**src/rtl/ps2_kbd_rx.sv**
```systemverilog
// PS/2 keyboard receiver: synchronise and filter the pins, deserialise frames, buffer scancodes.
// Latency: last PS2_CLK pin fall to SCANCODE valid is 3 + FILTER_LEN CLK cycles.
// Backpressure: none toward the keyboard; a byte arriving while the FIFO is full is dropped and flagged.

// Generic FIFO with first-word-fall-through read.
// Latency: pushed word is visible on pop_dat the cycle after the push edge.
// Backpressure: push is refused when full unless a pop happens on the same edge.
module ps2_kbd_fifo #(
  parameter int W     = 8,
  parameter int DEPTH = 4
) (
  input  logic         clk,
  input  logic         rst_n,
  input  logic         push_vld,
  input  logic [W-1:0] push_dat,
  input  logic         pop_vld,
  output logic [W-1:0] pop_dat,
  output logic         empty,
  output logic         full,
  output logic         push_ok
);
  localparam int AW = (DEPTH > 1) ? $clog2(DEPTH) : 1;
  localparam int CW = $clog2(DEPTH + 1);

  logic [W-1:0]  mem_q [DEPTH];
  logic [W-1:0]  mem_d [DEPTH];
  logic [AW-1:0] wr_ptr_q, wr_ptr_d;
  logic [AW-1:0] rd_ptr_q, rd_ptr_d;
  logic [CW-1:0] cnt_q, cnt_d;
  logic          pop_ok;

  assign empty   = (cnt_q == '0);
  assign full    = (cnt_q == CW'(DEPTH));
  assign pop_ok  = pop_vld & ~empty;
  // A pop on the same edge frees the slot the push needs, so a full FIFO still accepts.
  assign push_ok = push_vld & (~full | pop_ok);
  assign pop_dat = mem_q[rd_ptr_q];

  // Next-state for storage, pointers (wrap naturally at power-of-two depth) and occupancy.
  always_comb begin
    mem_d    = mem_q;
    wr_ptr_d = wr_ptr_q;
    rd_ptr_d = rd_ptr_q;
    if (push_ok) begin
      mem_d[wr_ptr_q] = push_dat;
      wr_ptr_d        = wr_ptr_q + 1'b1;
    end
    if (pop_ok) begin
      rd_ptr_d = rd_ptr_q + 1'b1;
    end
    cnt_d = cnt_q + CW'(push_ok) - CW'(pop_ok);
  end

  // State registers with synchronous reset.
  always_ff @(posedge clk) begin
    if (!rst_n) begin
      for (int i = 0; i < DEPTH; i++) begin
        mem_q[i] <= '0;
      end
      wr_ptr_q <= '0;
      rd_ptr_q <= '0;
      cnt_q    <= '0;
    end else begin
      mem_q    <= mem_d;
      wr_ptr_q <= wr_ptr_d;
      rd_ptr_q <= rd_ptr_d;
      cnt_q    <= cnt_d;
    end
  end
endmodule

// Pin conditioner: 2-flop synchroniser followed by a consecutive-sample glitch filter.
// Latency: filtered level follows a clean pin change after 2 + FILTER_LEN cycles.
// Backpressure: none.
module ps2_kbd_pin_filt #(
  parameter int FILTER_LEN = 8
) (
  input  logic clk,
  input  logic rst_n,
  input  logic pin,
  output logic filt
);
  localparam int CW = $clog2(FILTER_LEN + 1);

  logic          s1_q, s1_d;
  logic          s2_q, s2_d;
  logic          filt_q, filt_d;
  logic [CW-1:0] cnt_q, cnt_d;

  assign filt = filt_q;

  // Count consecutive samples disagreeing with the filtered level; flip once enough agree.
  always_comb begin
    s1_d   = pin;
    s2_d   = s1_q;
    filt_d = filt_q;
    cnt_d  = '0;
    if (s2_q != filt_q) begin
      if (cnt_q == CW'(FILTER_LEN - 1)) begin
        filt_d = s2_q;
      end else begin
        cnt_d = cnt_q + 1'b1;
      end
    end
  end

  // Idle-high PS/2 lines: everything resets to 1.
  always_ff @(posedge clk) begin
    if (!rst_n) begin
      s1_q   <= 1'b1;
      s2_q   <= 1'b1;
      filt_q <= 1'b1;
      cnt_q  <= '0;
    end else begin
      s1_q   <= s1_d;
      s2_q   <= s2_d;
      filt_q <= filt_d;
      cnt_q  <= cnt_d;
    end
  end
endmodule

// Top: PS/2 frame receiver with scancode FIFO, interrupt pulse and sticky error flags.
// Latency: scancode and INTR appear 3 + FILTER_LEN cycles after the stop-bit clock fall.
// Backpressure: FULL without POP drops the byte and raises OVERRUN.
module ps2_kbd_rx #(
  parameter int FILTER_LEN  = 8,
  parameter int TIMEOUT_CYC = 100000,
  parameter int DEPTH       = 4
) (
  input  logic       CLK,
  input  logic       RST_N,
  input  logic       PS2_CLK,
  input  logic       PS2_DATA,
  input  logic       POP,
  input  logic       CLR_ERR,
  output logic [7:0] SCANCODE,
  output logic       EMPTY,
  output logic       FULL,
  output logic       INTR,
  output logic       PARITY_ERR,
  output logic       FRAME_ERR,
  output logic       OVERRUN
);
  localparam int TW = $clog2(TIMEOUT_CYC + 1);

  typedef enum logic [1:0] {IDLE, DATA, PARITY, STOP} state_e;

  state_e        state_q, state_d;
  logic [2:0]    bit_cnt_q, bit_cnt_d;
  logic [7:0]    shift_q, shift_d;
  logic          par_q, par_d;
  logic [TW-1:0] to_cnt_q, to_cnt_d;
  logic          clk_prev_q, clk_prev_d;
  logic          intr_q, intr_d;
  logic          parity_err_q, parity_err_d;
  logic          frame_err_q, frame_err_d;
  logic          overrun_q, overrun_d;

  logic          clk_filt, dat_filt, fe;
  logic          push_vld, push_ok, par_evt, frame_evt, ovr_evt;
  logic [7:0]    fifo_dat;
  logic          fifo_empty, fifo_full;

  ps2_kbd_pin_filt #(.FILTER_LEN(FILTER_LEN)) u_clk_filt (
    .clk(CLK), .rst_n(RST_N), .pin(PS2_CLK), .filt(clk_filt)
  );

  ps2_kbd_pin_filt #(.FILTER_LEN(FILTER_LEN)) u_dat_filt (
    .clk(CLK), .rst_n(RST_N), .pin(PS2_DATA), .filt(dat_filt)
  );

  ps2_kbd_fifo #(.W(8), .DEPTH(DEPTH)) u_fifo (
    .clk(CLK), .rst_n(RST_N),
    .push_vld(push_vld), .push_dat(shift_q),
    .pop_vld(POP), .pop_dat(fifo_dat),
    .empty(fifo_empty), .full(fifo_full), .push_ok(push_ok)
  );

  assign fe       = clk_prev_q & ~clk_filt;
  assign ovr_evt  = push_vld & ~push_ok;
  assign SCANCODE = fifo_empty ? 8'h00 : fifo_dat;
  assign EMPTY    = fifo_empty;
  assign FULL     = fifo_full;
  assign INTR       = intr_q;
  assign PARITY_ERR = parity_err_q;
  assign FRAME_ERR  = frame_err_q;
  assign OVERRUN    = overrun_q;

  // Frame FSM: advance on each filtered clock fall; abort a stalled partial frame.
  always_comb begin
    state_d   = state_q;
    bit_cnt_d = bit_cnt_q;
    shift_d   = shift_q;
    par_d     = par_q;
    to_cnt_d  = '0;
    push_vld  = 1'b0;
    par_evt   = 1'b0;
    frame_evt = 1'b0;
    unique case (state_q)
      IDLE: begin
        if (fe && !dat_filt) begin
          state_d   = DATA;
          bit_cnt_d = '0;
        end
      end
      DATA: begin
        if (fe) begin
          shift_d   = {dat_filt, shift_q[7:1]};
          bit_cnt_d = bit_cnt_q + 1'b1;
          if (bit_cnt_q == 3'd7) begin
            state_d = PARITY;
          end
        end
      end
      PARITY: begin
        if (fe) begin
          par_d   = dat_filt;
          state_d = STOP;
        end
      end
      STOP: begin
        if (fe) begin
          state_d = IDLE;
          if (!dat_filt) begin
            frame_evt = 1'b1;
          end else if (^{shift_q, par_q}) begin
            push_vld = 1'b1;
          end else begin
            par_evt = 1'b1;
          end
        end
      end
      default: state_d = IDLE;
    endcase
    // The counter only runs mid-frame and restarts on every clock fall.
    if (state_q != IDLE && !fe) begin
      if (to_cnt_q == TW'(TIMEOUT_CYC - 1)) begin
        state_d   = IDLE;
        frame_evt = 1'b1;
      end else begin
        to_cnt_d = to_cnt_q + 1'b1;
      end
    end
  end

  // Edge-detect history, interrupt pulse and sticky flags (a new event beats CLR_ERR).
  always_comb begin
    clk_prev_d   = clk_filt;
    intr_d       = push_ok;
    parity_err_d = (parity_err_q & ~CLR_ERR) | par_evt;
    frame_err_d  = (frame_err_q & ~CLR_ERR) | frame_evt;
    overrun_d    = (overrun_q & ~CLR_ERR) | ovr_evt;
  end

  // State registers with synchronous active-low reset.
  always_ff @(posedge CLK) begin
    if (!RST_N) begin
      state_q      <= IDLE;
      bit_cnt_q    <= '0;
      shift_q      <= '0;
      par_q        <= 1'b0;
      to_cnt_q     <= '0;
      clk_prev_q   <= 1'b1;
      intr_q       <= 1'b0;
      parity_err_q <= 1'b0;
      frame_err_q  <= 1'b0;
      overrun_q    <= 1'b0;
    end else begin
      state_q      <= state_d;
      bit_cnt_q    <= bit_cnt_d;
      shift_q      <= shift_d;
      par_q        <= par_d;
      to_cnt_q     <= to_cnt_d;
      clk_prev_q   <= clk_prev_d;
      intr_q       <= intr_d;
      parity_err_q <= parity_err_d;
      frame_err_q  <= frame_err_d;
      overrun_q    <= overrun_d;
    end
  end
endmodule

```
**config.mk**
```make
export PLATFORM = sky130hd
export DESIGN_NAME = ps2_kbd_rx
export DESIGN_NICKNAME = d
export VERILOG_FILES = /design/src/rtl/ps2_kbd_rx.sv
export SDC_FILE = /design/constraint.sdc
export NUM_CORES = 1
export LEC_CHECK = 0
export BUFFER_PORTS_ARGS = -buffer_cell sky130_fd_sc_hd__buf_2
export CAP_MARGIN = 5
export CORE_ASPECT_RATIO = 1.25
export CORE_MARGIN = 3
export CORE_UTILIZATION = 60
export DETAILED_ROUTE_END_ITERATION = 8
export GPL_TIMING_DRIVEN = 0
export HOLD_SLACK_MARGIN = 0.08
export PLACE_DENSITY = 0.78
export SYNTH_ARGS = -nofsm -noshare
export SYNTH_HDL_FRONTEND = slang
export SYNTH_SLANG_ARGS = --single-unit
```
**constraint.sdc**
```tcl
create_clock -name CLK -period 7.7 [get_ports CLK]
set_input_delay 1.54 -clock CLK [delete_from_list [all_inputs] [get_ports CLK]]
set_output_delay 1.54 -clock CLK [all_outputs]
set_load 0.005 [all_outputs]
```
==> metrics.txt, run 1 <==
antenna viol nets, final 0; hold slack 409.9 ps; Cells after Synth 419; switching share of power 0.2420; DRC 0; via/cell ratio 5.500; post-CTS sizing 0; diodes inserted 0; xor and xnor area share after synthesis 0.07846; CTS max path bufs 2; setup violators final 0; largest net degree at the start of global routing 15; Max Transition Viols Final 0; clock power share 0.383; Final Cycle Share 0.4769; first-pass GRT wire length 13.08 mm; sequential fraction of design power 0.497; die area 0.007608 mm²; fmax 0.2723 GHz; syn_nets 437; GPL Wtd Cong 0.8511; Setup TNS 0 ps; critical path type register to output port; fill count 517; Fin. Hold Viols 0; Yosys warning total 0; GRT Util Overall 0.2155; max-cap violations 0; PortBufs 19; IR drop worst, VDD 0.0001316 V; Slew @ Worst Pin 1209 ps; Die Span Y 96.78 µm; sinks on the clock net 89; H-tree Lvls 3; Top FF cell, synth dfxtp_1; post-placement cell area 0.004156 mm²; clk root buf clkbuf_8; simple-gate share of the synthesized area 0.2230; crit start category register; Core ar. 0.006286 mm²; Lkg Pwr 1.763 nW; routed len/inst 13.83 µm; Compound-Gate Fraction of Synth Area 0.05188; horizontal die dimension 78.62 µm; worst-path maximum fanout 10; Seq/Total Area, Yosys 0.4505; Post-synth EDFFs 0; net load switching power 234.7 µW; number of global-route vias before repair 2914; HPWL after DPL 5.324 mm; CTS Hold Bufs 0; type of the tightest min-delay check register to register; fin area 0.004388 mm²; post-synthesis mux area share 0.1196; Gate power share 0.120; floorplan row count 32; largest family of logic cells by synthesized area simple AND/OR/NAND/NOR gates; Worst Path Required 6160 ps; Final min period 3672 ps; Avg Inst Size Synth 9.439 µm²; number of buffers created by CTS 9; total power 969.9 µW; Boundary Pins 20; share of cells above drive strength 1 0.1082; CTS tree done; #FFs+latches synth 89; Post-layout nets 467; Clock Latency Late Sink 360 ps; Post-CTS Setup Repair Bufs 0; initial antenna violation count 0; vias 2959; DR pass1 iterations 5; Worst Clk Skew 9.563 ps; Area Overhead vs Synth 10.95%; unrepaired setup endpoints after global routing no; adder-cell area share of the yosys netlist 0.03986; critical path arrival 2130 ps; CP endpoint kind output port; outcome finished, final reports clean; Initial Util 0.6292; DRT iter0 DRCs 190; Mapped Area 0.003955 mm²; slew margin rel. 0.1876; synth unique cells 42; asr flop ratio synth 0; GRT Residual Overflow 0; pwr dens 221.0 mW/mm²; Routed WL 7.438 mm; Clock transition at path regs 80 ps; Int Pwr 735.2 µW
-- metal layers --
layer / vias up / share of wire / GRT usage
li1: 1466 / - / -
met4: 0 / 0.020 / 0.09287
met3: 15 / 0.041 / 0.04469
met1: 1420 / 0.42 / 0.2559
met2: 58 / 0.52 / 0.3708
met5: - / 0 / 0
-- final cells by class --
cell class,count,area (µm²),area share
buffer,19,82.58,0.01882
tap,85,106.4,0.02424
sequential,89,1782,0.4060
multi-input combinational,295,2028,0.4622
clock buffer,10,127.6,0.02908
inverter,16,62.56,0.01426
clock inverter,5,103.9,0.02367
timing repair buffer,19,95.09,0.02167
-- per-stage QoR --
step           utilization  worst slack [ps]  std cells
2_1_floorplan            -              4117        419
3_5_place_dp        0.6612              3818        523
4_1_cts             0.6980              3967        538
3_3_place_gp        0.6612              3836        523
6_report            0.6980              4028        538
5_1_grt             0.6980              3883        538
-- flip-flops by register name (all words and copies together), names as in the netlist, 2 cells and up --
signal            cells
bit_cnt_q             3
shift_q               8
state_q               2
to_cnt_q             17
u_clk_filt.cnt_q      4
u_dat_filt.cnt_q      4
u_fifo.cnt_q          3
u_fifo.mem_q         32
u_fifo.rd_ptr_q       2
u_fifo.wr_ptr_q       2
-- cell usage in the layout, fill, tap and decap left out, drive strengths merged, types with 4 or more instances in the layout --
cell type	instances
ha	11
nand3	22
xor2	15
and3	7
o21ai	9
a21oi	24
mux2i	28
nand4	4
dfxtp	89
nor3	5
nand2	65
clkbuf	25
mux4	8
nand3b	4
nor2b	10
xnor2	15
nor2	42
buf	23
inv	16
nand2b	7
-- cells in the mapped netlist, types with 3 or more instances --
library cell | count | area share
nand2_1 | 62 | 0.059
nor3_1 | 5 | 0.0063
xnor2_1 | 15 | 0.033
nand4_1 | 4 | 0.0063
and3_1 | 7 | 0.011
nor2_1 | 42 | 0.040
and2_1 | 3 | 0.0047
ha_1 | 11 | 0.035
mux4_2 | 8 | 0.046
nand3b_1 | 4 | 0.0076
nor2b_1 | 10 | 0.016
o21ai_0 | 7 | 0.0089
dfxtp_1 | 89 | 0.45
xor2_1 | 15 | 0.033
a21oi_1 | 24 | 0.030
clkbuf_1 | 15 | 0.014
nand3_1 | 22 | 0.028
nand2b_1 | 7 | 0.011
mux2i_1 | 27 | 0.068
nand2_8 | 3 | 0.015
inv_1 | 14 | 0.013
-- power by group through the flow --
| stage | logic [mW] | clock network, mW | registers [mW] |
|---|---|---|---|
| after detailed placement | 0.118 | 0 | 0.493 |
| after floorplan | 0.0880 | 0 | 0.491 |
| after global routing | 0.131 | 0.399 | 0.485 |
| final | 0.116 | 0.372 | 0.482 |
| after CTS | 0.120 | 0.380 | 0.482 |
| after global placement | 0.116 | 0 | 0.492 |
-- cell families (layout without fill, tap and decap cells) --
group,Yosys count,in the layout
AO/OA/AOI/OAI,38,38
XOR/XNOR,32,32
adder cells (fa/ha/maj),12,12
buffers and inverters,35,69
flip-flops,89,89
multiplexers,36,36
AND/OR/NAND/NOR,177,177
-- path summary, 6_finish.rpt --
kind | from | endpoint | slack, ps | depth (start not counted)
worst max-delay path | u_fifo.rd_ptr_q[0] | SCANCODE[4] | 4030 | 4
worst min-delay path | u_clk_filt.s1_q | u_clk_filt.s2_q | 410 | 1
worst max register to register | u_fifo.cnt_q[1] | u_fifo.cnt_q[2] | 4660 | 10
worst min register to register | u_clk_filt.s1_q | u_clk_filt.s2_q | 410 | 1
-- critical path, stage by stage, from the launching register on --
cell	delay [ps]
dfxtp_1	310
clkbuf_1	560
mux4_2	590
nor2b_1	140
buf_2	180
(Power assumes the default switching activity.)
==> inputs of run 2 (changes only) <==
--- a/config.mk
+++ b/config.mk
@@ -5,6 +5,7 @@
 export SDC_FILE = /design/constraint.sdc
 export NUM_CORES = 1
 export LEC_CHECK = 0
+export ABC_AREA = 1
 export BUFFER_PORTS_ARGS = -buffer_cell sky130_fd_sc_hd__buf_2
 export CAP_MARGIN = 5
 export CORE_ASPECT_RATIO = 1.25
==> constraint.sdc (replaced) <==
create_clock -name CLK -period 3.5 [get_ports CLK]
set_input_delay 0.7 -clock CLK [delete_from_list [all_inputs] [get_ports CLK]]
set_output_delay 0.7 -clock CLK [all_outputs]
set_load 0.005 [all_outputs]
==> metrics.txt, run 2 <==
Boundary Pins 20 (unchanged); Max Transition Viols Final 0 (unchanged); GPL Wtd Cong 0.8308 (-2.4%); Initial Util 0.6239 (-0.005294); sinks on the clock net 89 (unchanged); #FFs+latches synth 89 (unchanged); Setup TNS 0 ps (unchanged); horizontal die dimension 82.41 µm (+4.8%); GRT Util Overall 0.2323 (+0.01684); Top reg by flops u_fifo.mem_q; Crit Reg-Reg Startpoint u_fifo.cnt_q[1]; CTS tree done; CP endpoint kind output port; CP startpoint u_fifo.rd_ptr_q[1]; number of buffers created by CTS 9 (unchanged); list of most frequent post-synthesis cells nand2_1 (127), nor2_1 (104), dfxtp_1 (89); fmax 0.3530 GHz; Lkg Pwr 2.379 nW (+35%); DR pass1 iterations 5 (unchanged); cells on worst reg2reg path 10 (unchanged); vias 3785 (+28%); Yosys warning total 0 (unchanged); multi-input logic area 0.002071 mm² (+2.1%); IR drop worst, VDD 0.0003089 V (+130%); type of the tightest min-delay check register to register; Cells after Synth 610 (+46%); Reg2Reg Setup Slack 960 ps (-3700 ps); CTS Hold Bufs 0 (unchanged); hold slack 423.2 ps (+13.28 ps); initial antenna violation count 0 (unchanged); crit start category register; diodes inserted 0 (unchanged); syn_nets 628 (+44%); largest family of logic cells by synthesized area simple AND/OR/NAND/NOR gates; switching share of power 0.2744 (+0.03246); max-cap violations 0 (unchanged); Worst Path Required 2800 ps (-3360 ps); GRT Residual Overflow 0 (unchanged); Top FF cell, synth dfxtp_1; setup violators final 0 (unchanged); synth unique cells 36 (-14%); register area 0.001782 mm² (unchanged); routed len/inst 12.51 µm (-9.5%); post-CTS sizing 0 (unchanged); via/cell ratio 5.157 (-6.2%); largest net degree at the start of global routing 16 (+1); Compound-Gate Fraction of Synth Area 0.1189 (+0.06697); Final min period 2833 ps; first-pass GRT wire length 15.05 mm (+15%); asr flop ratio synth 0 (unchanged); Worst Clk Skew 14.49 ps (+4.930 ps); slew margin rel. 0.5185 (+0.3309); CTS max path bufs 2 (unchanged); Fin. Hold Viols 0 (unchanged); critical path arrival 2130 ps (about the same); HPWL after DPL 6.542 mm (+23%); Mapped Area 0.004379 mm² (+11%); adder-cell area share of the yosys netlist 0.03600 (-0.003861); Post-layout nets 657 (+41%); WHS Endpoint u_clk_filt.s2_q; clock power share 0.365 (-0.018); Hold Crit Depth 1 (unchanged); Slew @ Worst Pin 718.3 ps (-490.9 ps); sequential fraction of design power 0.480 (-0.017); Largest regs u_fifo.mem_q: 32 flops, to_cnt_q: 17 flops, shift_q: 8 flops; outcome finished, final reports clean; floorplan row count 34 (+6.3%); total power 2.212 mW (+130%); Int Pwr 1.605 mW (+120%); unrepaired setup endpoints after global routing no; net load switching power 607.0 µW (+160%); die area 0.008366 mm² (+10%); Die Span Y 101.5 µm (+4.9%); fill count 606 (+17%); xor and xnor area share after synthesis 0.01400 (-0.06446); DRT iter0 DRCs 339 (+78%); Area Overhead vs Synth 10.03%; DRC 0 (unchanged); Gate power share 0.154 (+0.034); Post-synth EDFFs 0 (unchanged); cell with the most instances after synthesis nand2_1; Routed WL 9.186 mm (+24%); critical path type register to output port; Avg Inst Size Synth 7.179 µm² (-24%); Core ar. 0.007019 mm² (+12%); Synth area leaders dfxtp_1 (41%), nand2_1 (11%), nor2_1 (8.9%); cell taking the most area after synthesis dfxtp_1; worst-path maximum fanout 10 (unchanged); PortBufs 18 (-1); H-tree Lvls 3 (unchanged); Seq/Total Area, Yosys 0.4069 (-0.04363); clk root buf clkbuf_8; number of global-route vias before repair 3457 (+19%); Post-CTS Setup Repair Bufs 0 (unchanged); Clock Latency Late Sink 360 ps (about the same); post-synthesis mux area share 0 (-0.1196); most frequent cells in the layout nand2_1 (127), nor2_1 (104), dfxtp_1 (89); Final Cycle Share 0.8095; Clock transition at path regs 100 ps (+20 ps); share of cells above drive strength 1 0.1382 (+0.03003); simple-gate share of the synthesized area 0.3040 (+0.08097); Worst Hold Launch u_clk_filt.s1_q; pwr dens 459.1 mW/mm² (+110%); antenna viol nets, final 0 (unchanged); area share of the largest cell type after synthesis 0.4069 (-0.04363); Largest register FFs 32 (unchanged); commonest non-fill, non-tap cell in the layout nand2_1; RR Endpoint u_fifo.cnt_q[2]
-- run 2: critical path, cell delays in order, from the launching register on --
cell and delay, ps:
dfxtp_1 320, clkbuf_1 340, clkinv_1 390, a21oi_1 240
o21ai_0 140, a21oi_1 190, buf_2 140
-- run 2: power by group through the flow --
stage | logic, mW | clock network [mW] | registers, mW
finish | 0.341 | 0.808 | 1.06
global route | 0.384 | 0.858 | 1.07
CTS | 0.342 | 0.817 | 1.06
detailed placement | 0.341 | 0 | 1.09
global placement | 0.334 | 0 | 1.08
floorplan | 0.227 | 0 | 1.08
-- run 2: metal layers --
layer | share of wire | GRT usage
met1 | 0.43 | 0.2734
met2 | 0.50 | 0.4062
met3 | 0.042 | 0.03203
met4 | 0.029 | 0.1138
met5 | 0 | 0
-- run 2: kinds of logic after synthesis --
family                   count (synthesis)
AND/OR/NAND/NOR                        287
buffers and inverters                  115
AO/OA/AOI/OAI                          100
flip-flops                              89
adder cells (fa/ha/maj)                 12
XOR/XNOR                                 7
-- run 2: per-stage QoR --
| stage | cell area (µm²) | worst slack (ps) | util | instances |
|---|---|---|---|---|
| after floorplan | 4379 | 1321 | - | 610 |
| after global placement | 4582 | 1033 | 0.6528 | 718 |
| after detailed placement | 4582 | 951.9 | 0.6528 | 718 |
| after CTS | 4818 | 761.9 | 0.6865 | 734 |
| after global routing | 4818 | 520.4 | 0.6865 | 734 |
| final | 4818 | 666.9 | 0.6865 | 734 |
-- run 2: how the worst max path moves through the flow --
stage                       to  slack, ps  cells after the start
2_1_floorplan  u_fifo.cnt_q[2]       1320                     10
3_3_place_gp   u_fifo.cnt_q[2]       1030                     10
3_5_place_dp   u_fifo.cnt_q[2]        950                     10
4_1_cts            SCANCODE[6]        760                      6
5_1_grt            SCANCODE[7]        520                      6
6_report           SCANCODE[1]        670                      6
-- run 2: layout make-up --
| cell class | instances | share of cell area |
|---|---|---|
| Tap cell | 90 | 0.02337 |
| Buffer | 24 | 0.03843 |
| Timing Repair Buffer | 18 | 0.01870 |
| Sequential cell | 89 | 0.3698 |
| Inverter | 91 | 0.07089 |
| Multi-Input combinational cell | 406 | 0.4298 |
| Clock inverter | 5 | 0.01766 |
| Clock buffer | 11 | 0.03142 |
==> inputs of run 3 (changes only) <==
--- a/config.mk
+++ b/config.mk
@@ -10,11 +10,11 @@
 export CAP_MARGIN = 5
 export CORE_ASPECT_RATIO = 1.25
 export CORE_MARGIN = 3
-export CORE_UTILIZATION = 60
+export CORE_UTILIZATION = 55
 export DETAILED_ROUTE_END_ITERATION = 8
 export GPL_TIMING_DRIVEN = 0
 export HOLD_SLACK_MARGIN = 0.08
-export PLACE_DENSITY = 0.78
+export PLACE_DENSITY = 0.75
 export SYNTH_ARGS = -nofsm -noshare
 export SYNTH_HDL_FRONTEND = slang
 export SYNTH_SLANG_ARGS = --single-unit
==> constraint.sdc (replaced) <==
create_clock -name CLK -period 2.6 [get_ports CLK]
set_input_delay 0.52 -clock CLK [delete_from_list [all_inputs] [get_ports CLK]]
set_output_delay 0.52 -clock CLK [all_outputs]
set_load 0.005 [all_outputs]
==> metrics.txt, run 3 (synthesis results as in run 2) <==
pwr dens 615.8 mW/mm² (+34%); IR drop worst, VDD 0.0003810 V (+23%); setup violators final 0 (unchanged); Util after Layout 0.6360 (-0.05045); floorplan row count 35 (+2.9%); multi-input logic area 0.002077 mm² (+0.30%); type of the tightest min-delay check input pin to register; Largest register FFs 32 (unchanged); Slew @ Worst Pin 492.2 ps (-226.2 ps); outcome finished, final reports clean; number of buffers created by CTS 9 (unchanged); cells on worst reg2reg path 17 (+7); via/cell ratio 5.098 (-1.1%); DRC 0 (unchanged); Worst Hold Launch PS2_DATA; Setup TNS 0 ps (unchanged); Post-layout nets 656 (-0.15%); commonest non-fill, non-tap cell in the layout nand2_1; most frequent cells in the layout nand2_1 (127), nor2_1 (104), dfxtp_1 (88); Lkg Pwr 2.378 nW (about the same); Clock Latency Late Sink 360 ps (about the same); post-placement cell area 0.004584 mm² (about the same); Core ar. 0.007576 mm² (+7.9%); Routed WL 8.962 mm (-2.4%); Area Overhead vs Synth 10.03% (unchanged); Reg2Reg Setup Slack 240 ps (-720 ps); critical path type register to output port; sinks on the clock net 89 (unchanged); Initial Util 0.5780 (-0.04585); GPL Wtd Cong 0.8425 (+1.4%); diodes inserted 0 (unchanged); routed len/inst 12.19 µm (-2.6%); HPWL after DPL 6.467 mm (-1.1%); antenna viol nets, final 0 (unchanged); CTS Hold Bufs 0 (unchanged); RR Endpoint u_fifo.cnt_q[2]; clk root buf clkbuf_8; PortBufs 18 (unchanged); fin area 0.004818 mm² (unchanged); initial antenna violation count 0 (unchanged); fill count 693 (+14%); GRT Util Overall 0.2156 (-0.01672); H-tree Lvls 3 (unchanged); number of global-route vias before repair 3645 (+5.4%); Fin. Hold Viols 0 (unchanged); CTS tree done; crit start category register; DRT iter0 DRCs 233 (-31%); Max Transition Viols Final 0 (unchanged); Top reg by flops u_fifo.mem_q; Die Span Y 105.8 µm (+4.2%); die area 0.009076 mm² (+8.5%); register area 0.001783 mm² (about the same); slew margin rel. 0.6708 (+0.1523); horizontal die dimension 85.81 µm (+4.1%); first-pass GRT wire length 15.80 mm (+5.0%); Worst Path Required 2080 ps (-720 ps); Boundary Pins 20 (unchanged); Crit Reg-Reg Startpoint shift_q[4]; Clock transition at path regs 100 ps (about the same); unrepaired setup endpoints after global routing no; Largest regs u_fifo.mem_q: 32 flops, to_cnt_q: 17 flops, shift_q: 8 flops; Final min period 2391 ps; GRT Residual Overflow 0 (unchanged); CP endpoint kind output port; Worst Clk Skew 12.82 ps (-1.674 ps); fmax 0.4182 GHz; critical path arrival 1870 ps (-260 ps); CP startpoint u_fifo.rd_ptr_q[0]; CTS max path bufs 2 (unchanged); WHS Endpoint u_dat_filt.s1_q; largest net degree at the start of global routing 17 (+1); Final Cycle Share 0.9197; worst-path maximum fanout 10 (unchanged); vias 3747 (-1.0%); Hold Crit Depth 2 (+1); DR pass1 iterations 5 (unchanged); share of cells above drive strength 1 0.1431 (+0.004881); max-cap violations 0 (unchanged)
-- run 3: changes by cell type in the layout (fill, tap and decap cells not counted), sizes merged --
cell	before	now
clkinvlp	1	2
inv	91	92
clkbuf	22	19
-- run 3: area by class of cell --
| cell class | count | area share |
|---|---|---|
| timing repair buffer | 18 | 0.01870 |
| buffer | 23 | 0.03791 |
| clock inverter | 7 | 0.02103 |
| sequential | 89 | 0.3700 |
| inverter | 91 | 0.07167 |
| multi-input combinational | 406 | 0.4311 |
| tap | 92 | 0.02389 |
| clock buffer | 9 | 0.02571 |
-- run 3: how the worst max path moves through the flow --
stage / end / cells past startpoint
global placement: u_fifo.cnt_q[2] / 10
floorplan: u_fifo.cnt_q[2] / 10
CTS: SCANCODE[0] / 6
finish: SCANCODE[4] / 5
global route: u_fifo.cnt_q[2] / 18
detailed placement: u_fifo.cnt_q[2] / 10
-- run 3: per-stage QoR --
stage / setup slack (ps) / total power, mW / hold slack [ps] / cells
floorplan: 474.7 / 1.762 / 392.5 / 610
global placement: 161.0 / 1.903 / 398.6 / 720
detailed placement: 68.38 / 1.921 / 410.0 / 720
CTS: 5.649 / 2.981 / 323.5 / 736
global route: 9.413 / 3.125 / 327.4 / 735
finish: 208.8 / 2.967 / 332.5 / 735
-- run 3: repair_timing --
action | 4_1_cts | 5_1_grt
gates resized for setup | 0 | 5
setup endpoints to repair | 0 | 9
buffers inserted | 0 | 0
-- run 3: where the power goes --
group	internal [mW]	total [mW]	switching [mW]
Clock	0.551	1.06	0.512
Combinational	0.175	0.458	0.283
Sequential	1.40	1.45	0.0491
Total	2.12	2.97	0.844
-- run 3: critical path, stage by stage, from the launching register on --
cell and delay, ps:
dfxtp_1 340, clkbuf_1 390, clkbuf_2 310, o21ai_0 160, a21oi_1 170, buf_2 130
-- run 3: metal layers --
metal	global-route usage	vias to the layer above	wire length (µm)
met1	0.2581	1693	3885
li1	-	1948	-
met5	0	-	0
met3	0.04222	28	260
met2	0.3667	78	4512
met4	0.1007	0	303
